===== src/rtl/mmio_arbiter.sv =====
// Round-robin arbiter that lets several bus masters share the MMIO register bank.
// One single-word transaction per two cycles: accept in IDLE, respond in RESP.
module mmio_arbiter #(
    parameter int NUM_REQ  = 3,
    parameter int NUM_REGS = 8,
    parameter int LOCK_MAX = 4
) (
    input  logic                         clock,
    input  logic                         reset,
    input  logic [NUM_REQ-1:0]           req_valid,
    output logic [NUM_REQ-1:0]           req_ready,
    input  logic [NUM_REQ-1:0]           req_write,
    input  logic [NUM_REQ-1:0]           req_lock,
    input  logic [NUM_REQ-1:0][2:0]      req_addr,
    input  logic [NUM_REQ-1:0][31:0]     req_wdata,
    input  logic [NUM_REQ-1:0][3:0]      req_byteen,
    output logic [NUM_REQ-1:0]           rsp_valid,
    output logic [31:0]                  rsp_rdata,
    input  logic [NUM_REGS-1:0][31:0]    mmio_inputs,
    output logic [NUM_REGS-1:0][31:0]    mmio_outputs
);

    localparam int IW = (NUM_REQ > 1) ? $clog2(NUM_REQ) : 1;
    localparam int RW = (NUM_REGS > 1) ? $clog2(NUM_REGS) : 1;
    localparam int CW = $clog2(LOCK_MAX + 1);

    typedef enum logic [0:0] {ST_IDLE = 1'b0, ST_RESP = 1'b1} state_t;

    function automatic logic [31:0] byte_merge(input logic [31:0] cur,
                                               input logic [31:0] wd,
                                               input logic [3:0]  be);
        logic [31:0] res;
        res = cur;
        for (int k = 0; k < 4; k++) begin
            res[8*k +: 8] = be[k] ? wd[8*k +: 8] : cur[8*k +: 8];
        end
        return res;
    endfunction

    function automatic logic [IW-1:0] wrap_inc(input logic [IW-1:0] idx);
        logic [IW:0] s;
        s = {1'b0, idx} + {{IW{1'b0}}, 1'b1};
        return (s >= (IW+1)'(NUM_REQ)) ? {IW{1'b0}} : IW'(s);
    endfunction

    state_t                     state_r, state_nx_s;
    logic [IW-1:0]              rr_ptr_r;
    logic                       lock_valid_r;
    logic [IW-1:0]              lock_owner_r;
    logic [CW-1:0]              lock_count_r;
    logic [NUM_REQ-1:0]         rsp_valid_r;
    logic [31:0]                rsp_rdata_r;
    logic [NUM_REGS-1:0][31:0]  mmio_r;

    logic                       scan_hit_s;
    logic [IW-1:0]              scan_win_s;
    logic [IW:0]                sum_s;
    logic [IW-1:0]              cand_s;
    logic                       lock_hit_s;
    logic [IW-1:0]              win_s;
    logic                       grant_s;
    logic [NUM_REQ-1:0]         grant_vec_s;
    logic [CW-1:0]              cnt_eff_s;
    logic                       keep_lock_s;
    logic [2:0]                 addr_s;
    logic                       in_range_s;
    logic [RW-1:0]              reg_idx_s;
    logic [31:0]                cur_s;
    logic [31:0]                merged_s;

    // Round-robin scan upward from rr_ptr, wrapping at NUM_REQ
    always_comb begin
        scan_hit_s = 1'b0;
        scan_win_s = '0;
        sum_s      = '0;
        cand_s     = '0;
        for (int i = 0; i < NUM_REQ; i++) begin
            sum_s  = {1'b0, rr_ptr_r} + (IW+1)'(i);
            cand_s = (sum_s >= (IW+1)'(NUM_REQ)) ? IW'(sum_s - (IW+1)'(NUM_REQ)) : IW'(sum_s);
            if (!scan_hit_s && req_valid[cand_s]) begin
                scan_hit_s = 1'b1;
                scan_win_s = cand_s;
            end else begin
                scan_hit_s = scan_hit_s;
            end
        end
    end

    // A still-valid lock owner overrides the rotation
    assign lock_hit_s  = lock_valid_r && req_valid[lock_owner_r];
    assign win_s       = lock_hit_s ? lock_owner_r : scan_win_s;
    assign grant_s     = reset && (state_r == ST_IDLE) && (lock_hit_s || scan_hit_s);
    assign cnt_eff_s   = lock_hit_s ? lock_count_r : {CW{1'b0}};
    assign keep_lock_s = req_lock[win_s] && ((int'(cnt_eff_s) + 1) < LOCK_MAX);

    assign addr_s     = req_addr[win_s];
    assign in_range_s = (32'(addr_s) < 32'(NUM_REGS));
    assign reg_idx_s  = addr_s[RW-1:0];
    assign cur_s      = in_range_s ? mmio_r[reg_idx_s] : 32'd0;
    assign merged_s   = byte_merge(cur_s, req_wdata[win_s], req_byteen[win_s]);

    // Next-state and combinational ready for the granted master
    always_comb begin
        state_nx_s  = state_r;
        grant_vec_s = '0;
        case (state_r)
            ST_IDLE: begin
                if (grant_s) begin
                    state_nx_s  = ST_RESP;
                    grant_vec_s = NUM_REQ'(1'b1) << win_s;
                end else begin
                    state_nx_s = ST_IDLE;
                end
            end
            ST_RESP: state_nx_s = ST_IDLE;
            default: state_nx_s = ST_IDLE;
        endcase
    end

    // FSM state and one-cycle response strobe
    always_ff @(posedge clock or negedge reset) begin
        if (!reset) begin
            state_r     <= ST_IDLE;
            rsp_valid_r <= '0;
        end else begin
            state_r     <= state_nx_s;
            rsp_valid_r <= grant_s ? grant_vec_s : {NUM_REQ{1'b0}};
        end
    end

    // Rotation pointer and lock bookkeeping
    always_ff @(posedge clock or negedge reset) begin
        if (!reset) begin
            rr_ptr_r     <= '0;
            lock_valid_r <= 1'b0;
            lock_owner_r <= '0;
            lock_count_r <= '0;
        end else if (grant_s) begin
            if (keep_lock_s) begin
                lock_valid_r <= 1'b1;
                lock_owner_r <= win_s;
                lock_count_r <= cnt_eff_s + CW'(1);
            end else begin
                lock_valid_r <= 1'b0;
                lock_count_r <= '0;
                rr_ptr_r     <= wrap_inc(win_s);
            end
        end else if ((state_r == ST_IDLE) && lock_valid_r && !req_valid[lock_owner_r]) begin
            lock_valid_r <= 1'b0;
            lock_count_r <= '0;
        end
    end

    // Register bank writes and read-data capture at the accept edge
    always_ff @(posedge clock or negedge reset) begin
        if (!reset) begin
            mmio_r      <= '0;
            rsp_rdata_r <= 32'd0;
        end else if (grant_s) begin
            if (req_write[win_s]) begin
                if (in_range_s) begin
                    mmio_r[reg_idx_s] <= merged_s;
                end
                rsp_rdata_r <= in_range_s ? merged_s : 32'd0;
            end else begin
                rsp_rdata_r <= in_range_s ? mmio_inputs[reg_idx_s] : 32'd0;
            end
        end
    end

    assign req_ready    = grant_vec_s;
    assign rsp_valid    = rsp_valid_r;
    assign rsp_rdata    = rsp_rdata_r;
    assign mmio_outputs = mmio_r;

endmodule

===== config.mk =====
export PLATFORM = sky130hd
export DESIGN_NAME = mmio_arbiter
export DESIGN_NICKNAME = d
export VERILOG_FILES = /design/src/rtl/mmio_arbiter.sv
export SDC_FILE = /design/constraint.sdc
export NUM_CORES = 1
export LEC_CHECK = 0
export ABC_AREA = 1
export CORE_AREA = 2 2 262 264
export CTS_CLUSTER_SIZE = 16
export DETAILED_ROUTE_END_ITERATION = 10
export DIE_AREA = 0 0 264 266
export GPL_TIMING_DRIVEN = 0
export MAX_ROUTING_LAYER = met4
export SLEW_MARGIN = 20
export SYNTH_ARGS = -nofsm -noshare
export SYNTH_HDL_FRONTEND = slang
export SYNTH_SLANG_ARGS = --single-unit

===== constraint.sdc =====
create_clock -name clock -period 4.1 [get_ports clock]
set_input_delay 0.615 -clock clock [delete_from_list [all_inputs] [get_ports clock]]
set_output_delay 0.615 -clock clock [all_outputs]
set_load 0.05 [all_outputs]

==> run metrics <==
status=completed; CP top delay family=buffers and inverters; initial core utilization=0.289; Die ar.=70200 um^2; critical path type=reg2out; Place WS=-0.669 ns; Max Fanout on Critical Path=10; number of enable flip-flop cells after synthesis=0; Total Routed Length=around 120 mm; DRC=0; crit-path cells=inv_1 > ha_1 > inv_1 > nand3_1 > nand2_1 > nand2_1 > clkinv_1 > nand4_1 > and3_1 > inv_2 > clkbuf_2 > nor2_1 > clkdlybuf4s15_1; Synth Area in Simple Gates=0.401; fin cells=~4600; Final #Nets=4096; Iter 0 DRT Violations=between 2000 and 3000; I/O Buffers=677; Async SR Flop Fraction=1.00; top cells by count, synth=nand2_1, nand3_1, inv_1; Max Clock Skew=0.0121 ns; GP Congestion=0.982; CP Launch Type=register; setup TNS=0 ns; CP Capture Type=output port; Hold Crit Class=in2async; CTS tree=done; Synth area leaders=dfrtp_1, nand2_1, nand3_1; DPL Wire Length=between 80 and 90 mm; Final period util=0.949; placed insts=around 4500; number of H-tree levels=2; wire length per cell=25.3 um; sequential cell area fraction in the yosys report=0.383; Fin. Hold Viols=0; Synth Area in XOR/XNOR=0; top-area cell type share of the netlist area=0.383; post-synthesis adder-cell area fraction=0.00255; ys flop type=dfrtp_1; chip width=approximately 260 um; P&R area growth vs syn=49.1%; Critical Path AT=roughly 3.3 ns; GRT overflow=0; total global-route track usage=0.331; Ys Warns=0; Post-Synthesis Cells=2974; setup ws final=~0.21 ns; layout cells sized above 1=0.0863; average size of a mapped cell=around 6.6 um^2; Fin Hold WS=between 0.02 and 0.03 ns; Synth Register Bits=300; slew margin rel.=0.459; root buf cell=clkbuf_16; worst reg2reg path depth=20; count leader, synth=nand2_1; Critical Path Start=rr_ptr_r[0]; Req. time, crit path=~3.5 ns; max incr delay on CP=0.45 ns; Slew @ Worst Pin=approximately 0.81 ns; WP depth=13; Final Setup Violations=0; IO Pins=around 680; Max Clk Rate=257 MHz; Worst-path clk slew=roughly 0.060 ns; Yosys top cell by area=dfrtp_1; CP max stage cell=clkdlybuf4s15_1; first-pass GRT wire length=roughly 160 mm; core area=roughly 68000 um^2; largest net degree at the start of global routing=93; largest family of logic cells by synthesized area=simple AND/OR/NAND/NOR gates; Max Root-Sink Buffers=3; post-route ant nets=0; vias in the first global route=approximately 23000; reg2reg setup slack=0.23 ns; fraction of synthesized area in multiplexers=0; CTS Sinks=300; max-slew violation count=0; complex-gate fraction of the synthesized area=0.101; syn nets=about 3400; Vias=23900; Synth Cell Area=19600 um^2; reg2reg end=rsp_rdata[8]; Buf/Inv on CP=6; worst-skew pair later-pin latency=0.56 ns; # rows=96; Die Y-Extent=between 200 and 300 um; routed vias/inst=a little over 5; count of different cell masters after synthesis=38; max_cap viols=0; initial antenna violation count=7; Tmin final=about 4 ns; RR Startpoint=rr_ptr_r[0]; number of CTS-inserted buffers=36; First-pass DRT Iterations=6; unrepaired setup endpoints after global routing=true
metal layers:
metal,vias up,global-route usage,part of all wire
li1,11000,-,-
met1,11300,0.379,0.38
met2,1329,0.550,0.48
met3,306,0.0668,0.083
met4,0,0.168,0.059
met5,-,-,0
kinds of logic (layout without fill, tap and decap cells):
family | Yosys count | after routing
buf+inv | 529 | 1286
other cells | 0 | 8
fa+ha+maj | 4 | 4
compound gates | 383 | 383
simple gates | 1758 | 1758
flops | 300 | 300
worst reg2reg max path, cell delays in order (launching register included):
cell and delay (ns):
dfrtp_1 0.38, inv_1 0.07, ha_1 0.37, inv_1 0.14
nand3_1 0.09, nand2_1 0.12, nand2_1 0.08, clkinv_1 0.06
nand3_2 0.09, nand3_4 0.14, nand2_8 0.11, nor2_4 0.14
buf_4 0.22, nand2_1 0.08, and3_1 0.15, buf_2 0.22
inv_1 0.37, clkbuf_2 0.40, nand3_1 0.33, nand2_1 0.14
nand2_1 0.06
state kept, by name (all words and copies together), names as in the netlist:
| name | count |
|---|---|
| rr_ptr_r | 2 |
| mmio_outputs | 256 |
| rsp_valid | 3 |
| lock_valid_r | 1 |
| state_r | 1 |
| lock_count_r | 3 |
| lock_owner_r | 2 |
| rsp_rdata | 32 |
how the worst max path moves through the flow:
stage / to / slack (ns)
2_1_floorplan: req_ready[0] / 1.12
3_3_place_gp: rsp_valid[2] / -11.45
3_5_place_dp: rsp_rdata[3] / -0.67
4_1_cts: mmio_outputs[113] / 0.008
5_1_grt: mmio_outputs[190] / -0.04
6_report: req_ready[2] / 0.21
layout by cell type (no fill, tap or decap), types with 4 or more instances in the layout:
cell type,count
diode_2,8
o21ai_1,179
nand2_2,15
clkdlybuf4s50_1,673
nand3_2,14
or2_2,31
nand2_1,909
buf_1,7
nand3b_1,34
nand2_4,8
nand4_1,4
buf_2,65
clkbuf_2,21
nor2_8,10
clkbuf_8,4
buf_6,7
dfrtp_1,300
a22oi_1,9
clkinv_2,6
a21oi_2,4
nand3_1,570
a21boi_0,4
buf_16,4
buf_4,34
a21oi_1,60
clkbuf_16,37
nor2_1,151
ha_1,4
inv_1,339
clkbuf_1,41
inv_2,7
clkbuf_4,26
o21ai_0,115
cell type report:
cell class | count | area [um^2]
Fill cell | 7229 | 38500
Inverter | 349 | 1320
Antenna cell | 8 | 20.0
Timing Repair Buffer | 699 | 7070
Multi-Input combinational cell | 2145 | 10100
Buffer | 177 | 1000
Sequential cell | 300 | 7510
Clock inverter | 11 | 115
Tap cell | 882 | 1100
Clock buffer | 50 | 1010
what timing repair did:
| action | 4_1_cts | 5_1_grt |
|---|---|---|
| hold buffers | 1 | 0 |
| hold endpoints to repair | 46 | 0 |
| cloned | 1 | 0 |
| setup endpoints to repair | 129 | 292 |
| pin swaps | 1 | 10 |
| buffers inserted | 2 | 14 |
| resized for setup | 14 | 114 |
through the flow:
step | instance area (um^2) | util
2_1_floorplan | 19600 | -
3_3_place_gp | 27500 | 0.406
3_5_place_dp | 27600 | 0.407
4_1_cts | 28800 | 0.425
5_1_grt | 29200 | 0.431
6_report | 29200 | 0.431
Power is left out: the tool's default activity adds up to more than one toggle a clock period on the data nets, which glitch-free logic cannot reach.
==> edit 1 (same flow settings) <==
Change the parameter `NUM_REQ` from 3 to 6.
--- a/src/rtl/mmio_arbiter.sv
+++ b/src/rtl/mmio_arbiter.sv
@@ -1,7 +1,7 @@
 // Round-robin arbiter that lets several bus masters share the MMIO register bank.
 // One single-word transaction per two cycles: accept in IDLE, respond in RESP.
 module mmio_arbiter #(
-    parameter int NUM_REQ  = 3,
+    parameter int NUM_REQ  = 6,
     parameter int NUM_REGS = 8,
     parameter int LOCK_MAX = 4
 ) (
Interface: changed (8 resized); port bits go from 678 to 810. The function was not compared with the original's and may differ.
==> edit 1 against the original RTL <==
The run now ends with hold timing, setup timing left; die area did not move; clock skew increased by 0.016 ns; first-iteration DRC count up 38%; setup slack got worse by 0.63 ns; count of clock-buffer cells in the layout rose by 3; fmax fell by 14%; area after synthesis increased by 8.6%; wire length up 17%; final area grew 21%; sequential cell count is 5 higher; sequential share of layout area down 4.2 points; global-route usage grew 5.1 points; hold slack worse by 0.034 ns; critical endpoint is now req_ready[3].
Power is not shown: default switching activity piles up to over one toggle a cycle in this logic, so the estimate is an artifact.
==> edit 1: results (changes against the original RTL) <==
[grt]
grt_pass1_wl_um=190000  ; +16%
grt_pass1_vias=26626  ; +14%
gr-usage-met2=0.615  ; +0.0650
grt_max_degree=86  ; -7.5%
grt_use_total=0.382  ; +0.0514

[critical_path]
ff2ff_setup_slack_ns=-0.24  ; -0.47 ns
rr_worst_depth=27  ; +35%
worstPathArrival_ns=3.90  ; +0.62 ns
crit_fanout=5  ; -5
slowest_stage=ha_4

[yosys]
syn_inst=3353  ; +13%
synth_xor_area_frac=0.000412  ; +0.000412
synth_compound_area_frac=0.100  ; -0.00104
synthTopCellsByArea=dfrtp_1 (36%), nand2_1 (24%), nand3_1 (12%)
yosys-top-cells-count=nand2_1 (1345), nand3_1 (503), nor2_1 (346)
synthAdderAreaFrac=0.00882  ; +0.00627
yosys.cell_types.count=41  ; +7.9%

[timing]
finalSetupTns_ns=-37.07  ; -37.07 ns
whs_ns=-0.00475  ; -0.0342 ns
finalWorstSetupSlack_ns=-0.417  ; -0.627 ns
setup_violations=298  ; +298
max-slew-margin-rel=0.334  ; -0.125
hold_viol=2  ; +2

[placed_design]
gp_congestion=1.06  ; +8.4%
portBuffers=809  ; +19%
dpl.cell_count=5048  ; +11%
place_worst_setup_slack_ns=-1.62  ; -0.955 ns

[route]
wl_per_cell_um=26.0  ; +2.7%
drt-pass1-iter-count=7  ; +1
drtIter0Drc=3489  ; +38%
wl_met1_um=54500  ; +22%
vias=28503  ; +19%
wl_met2_um=64000  ; +15%

[run_status]
violations=hold timing, setup timing
outcome=finished with violations

[clocking]
worstSkewPairLatency_ns=0.58  ; +0.02 ns
numCtsBuffers=37  ; +2.8%

[final_layout]
nets=4869  ; +19%

edit 1: how the worst max path moves through the flow:
stage / slack [ns] / from / cells past startpoint / endpoint
after floorplan: 0.01 / rr_ptr_r[0] / 25 / req_ready[1]
after global placement: -15.12 / reset / 6 / req_ready[4]
after detailed placement: -1.62 / rr_ptr_r[0] / 22 / req_ready[3]
after CTS: -0.40 / rr_ptr_r[0] / 25 / req_ready[3]
after global routing: -0.58 / rr_ptr_r[0] / 27 / req_ready[3]
final: -0.42 / rr_ptr_r[0] / 25 / req_ready[3]
edit 1: cell type report:
type	instances	area [um2]
clock inverter	10	129
sequential	305	7630
buffer	225	2100
inverter	163	658
antenna	1	2.50
timing repair buffer	940	9410
fill	6833	32300
clock buffer	53	1050
multi-input combinational	2672	13400
tap	882	1100
edit 1: what timing repair did:
action / 4_1_cts / 5_1_grt
buffers inserted: 91 / 33
setup endpoints to repair: 309 / 307
gates cloned: 4 / 11
resized for setup: 527 / 217
pin swaps: 47 / 64
==> edit 2 (same settings) <==
Made on the original files. Make the reset (`reset`) synchronous in 3 clocked blocks.
--- a/src/rtl/mmio_arbiter.sv
+++ b/src/rtl/mmio_arbiter.sv
@@ -118,7 +118,7 @@
     end
 
     // FSM state and one-cycle response strobe
-    always_ff @(posedge clock or negedge reset) begin
+    always_ff @(posedge clock) begin
         if (!reset) begin
             state_r     <= ST_IDLE;
             rsp_valid_r <= '0;
@@ -129,7 +129,7 @@
     end
 
     // Rotation pointer and lock bookkeeping
-    always_ff @(posedge clock or negedge reset) begin
+    always_ff @(posedge clock) begin
         if (!reset) begin
             rr_ptr_r     <= '0;
             lock_valid_r <= 1'b0;
@@ -152,7 +152,7 @@
     end
 
     // Register bank writes and read-data capture at the accept edge
-    always_ff @(posedge clock or negedge reset) begin
+    always_ff @(posedge clock) begin
         if (!reset) begin
             mmio_r      <= '0;
             rsp_rdata_r <= 32'd0;
Function: changed (a bounded check fails within 4 cycles, from zero or initial values and one cycle with reset low; the reset may be asserted at any time).
==> edit 2 against the original RTL <==
Area after synthesis decreased by 17%; wire length shrank 3.9%; final area fell by 11%; non-clock buffer count up 11; count of clock-buffer cells in the layout decreased by 5; setup slack got worse by 0.031 ns; critical path depth up 10; via count is 14% lower; register-to-register slack lost 0.05 ns; synthesized cell count decreased by 19%; hold slack gained 0.43 ns; clock skew grew 0.021 ns; sequential cell count is the same; critical path type is now flop to flop.
Power is not shown: default switching activity piles up to over one toggle a cycle in this logic, so the estimate is an artifact.
==> edit 2: results (changes against the original RTL) <==
[run_status]
outcome=finished, final reports clean

[yosys]
avgSynthCellArea_um2=6.78  ; +2.8%
synth_xor_area_frac=0  ; unchanged
synth_compound_area_frac=0.296  ; +0.195
yosysWarnings=0  ; unchanged
synthAdderAreaFrac=0.00384  ; +0.00129
yosys.cell_types.count=45  ; +18%
ys.flop_type=dfxtp_1
async_reset_ff_frac=0  ; -1.00
ys_seq_area_frac=0.369  ; -0.0139
synthTopCellsByArea=dfxtp_1 (37%), nand2_1 (10%), a21oi_1 (10%)
synth_nets=2790  ; -17%
synth_top_family_by_area=compound AO/OA/AOI/OAI gates
synthMuxAreaShare=0.00185  ; +0.00185
yosys-top-cells-count=nand2_1 (454), nor2_1 (362), a21oi_1 (340)

[clocking]
worstSkewPairLatency_ns=0.57
clock-root-buffer=clkbuf_16
cts_max_path_buffers=3  ; unchanged
clk_pin_slew_ns=0.06  ; about the same
htree_levels=2  ; unchanged
numCtsBuffers=35  ; -2.8%

[critical_path]
cp_top_family=simple AND/OR/NAND/NOR gates
worstPathArrival_ns=4.33  ; +1.05 ns
crit_fanout=10  ; unchanged
worst_path_largest_cell_delay_ns=0.36  ; -0.09 ns
slowest_stage=ha_1

[placed_design]
dp_hpwl_um=88400  ; -1.3%
gp_congestion=0.957  ; -2.5%
dpl.cell_count=3959  ; -13%
portBuffers=676  ; -0.15%

[grt]
grt_use_total=0.316  ; -0.0146
grt_pass1_wl_um=153000  ; -6.0%
grt_pass1_vias=20038  ; -14%
overflow=0  ; unchanged
antenna_found_initial=11  ; +4
grt_max_degree=14  ; -85%

[final_layout]
num-fill-cells=7257  ; +0.39%
nets=3529  ; -14%
instances_no_fill=4054  ; -12%
largest_register_ffs=256  ; unchanged
drive_above_1_share=0.104  ; +0.0174

[route]
wl_met1_um=41600  ; -6.8%
wl_met2_um=55200  ; -0.77%
vias_per_cell=5.07  ; -2.0%
wl_um=112000  ; -3.9%
drtIter0Drc=1850  ; -27%
wl_met3_um=9980  ; +2.2%
drtAntennaViolNets=0  ; unchanged
drt-pass1-iter-count=8  ; +2
top_layer=met4

[timing]
worstMarginPinSlew_ns=1.06  ; +0.250 ns
skew_ns=0.0333  ; +0.0212 ns

[floorplanning]
core-area_um2=67700  ; unchanged

[worst_hold_path]
worst_hold_path_type=flop to flop

## edit 2: cell type report
| type | instances | area share |
|---|---|---|
| inverters | 61 | 0.00946 |
| diodes | 8 | 0.000773 |
| clock buffers | 45 | 0.0376 |
| plain buffers | 183 | 0.0378 |
| well taps | 882 | 0.0426 |
| multi-input cells | 1855 | 0.355 |
| repair buffers | 704 | 0.278 |
| clock inverters | 16 | 0.00700 |
| flip-flops and latches | 300 | 0.232 |
## edit 2: cell families after synthesis
kind of cell             count (synthesis)
multiplexers                             3
AND/OR/NAND/NOR                        975
buffers and inverters                  246
adder cells (fa/ha/maj)                  5
AO/OA/AOI/OAI                          872
flip-flops                             300
## edit 2: metal layers
layer	vias to the layer above	global-route usage
li1	9640	-
met2	1017	0.546
met5	-	-
met1	9704	0.336
met3	202	0.0887
met4	0	0.143
## edit 2: tightest hold or removal path, delay by kind of cell (launching register included)
kind / cells / cell delay, ns
AND/OR/NAND/NOR: 2 / 0.10
flip-flops: 1 / 0.32
## edit 2: path summary, 6_finish.rpt
kind	from	end	slack, ns	cells after the start
hold reg to reg	lock_count_r[2]	lock_count_r[2]	0.46	2
setup reg to reg	rr_ptr_r[0]	rsp_rdata[13]	0.18	23
setup / recovery	rr_ptr_r[0]	rsp_rdata[13]	0.18	23
hold / removal	lock_count_r[2]	lock_count_r[2]	0.46	2
## edit 2: metrics by stage
stage	utilization	cell area (um2)	setup WS, ns
2_1_floorplan	-	16300	0.817
3_3_place_gp	0.356	24100	-0.783
3_5_place_dp	0.357	24200	-0.796
4_1_cts	0.377	25600	0.000181
5_1_grt	0.382	25900	-0.000615
6_report	0.382	25900	0.178
## edit 2: timing repair
action,4_1_cts,5_1_grt
gates resized for setup,16,46
setup endpoints to repair,142,252
pin swaps,5,15
buffers inserted,11,17
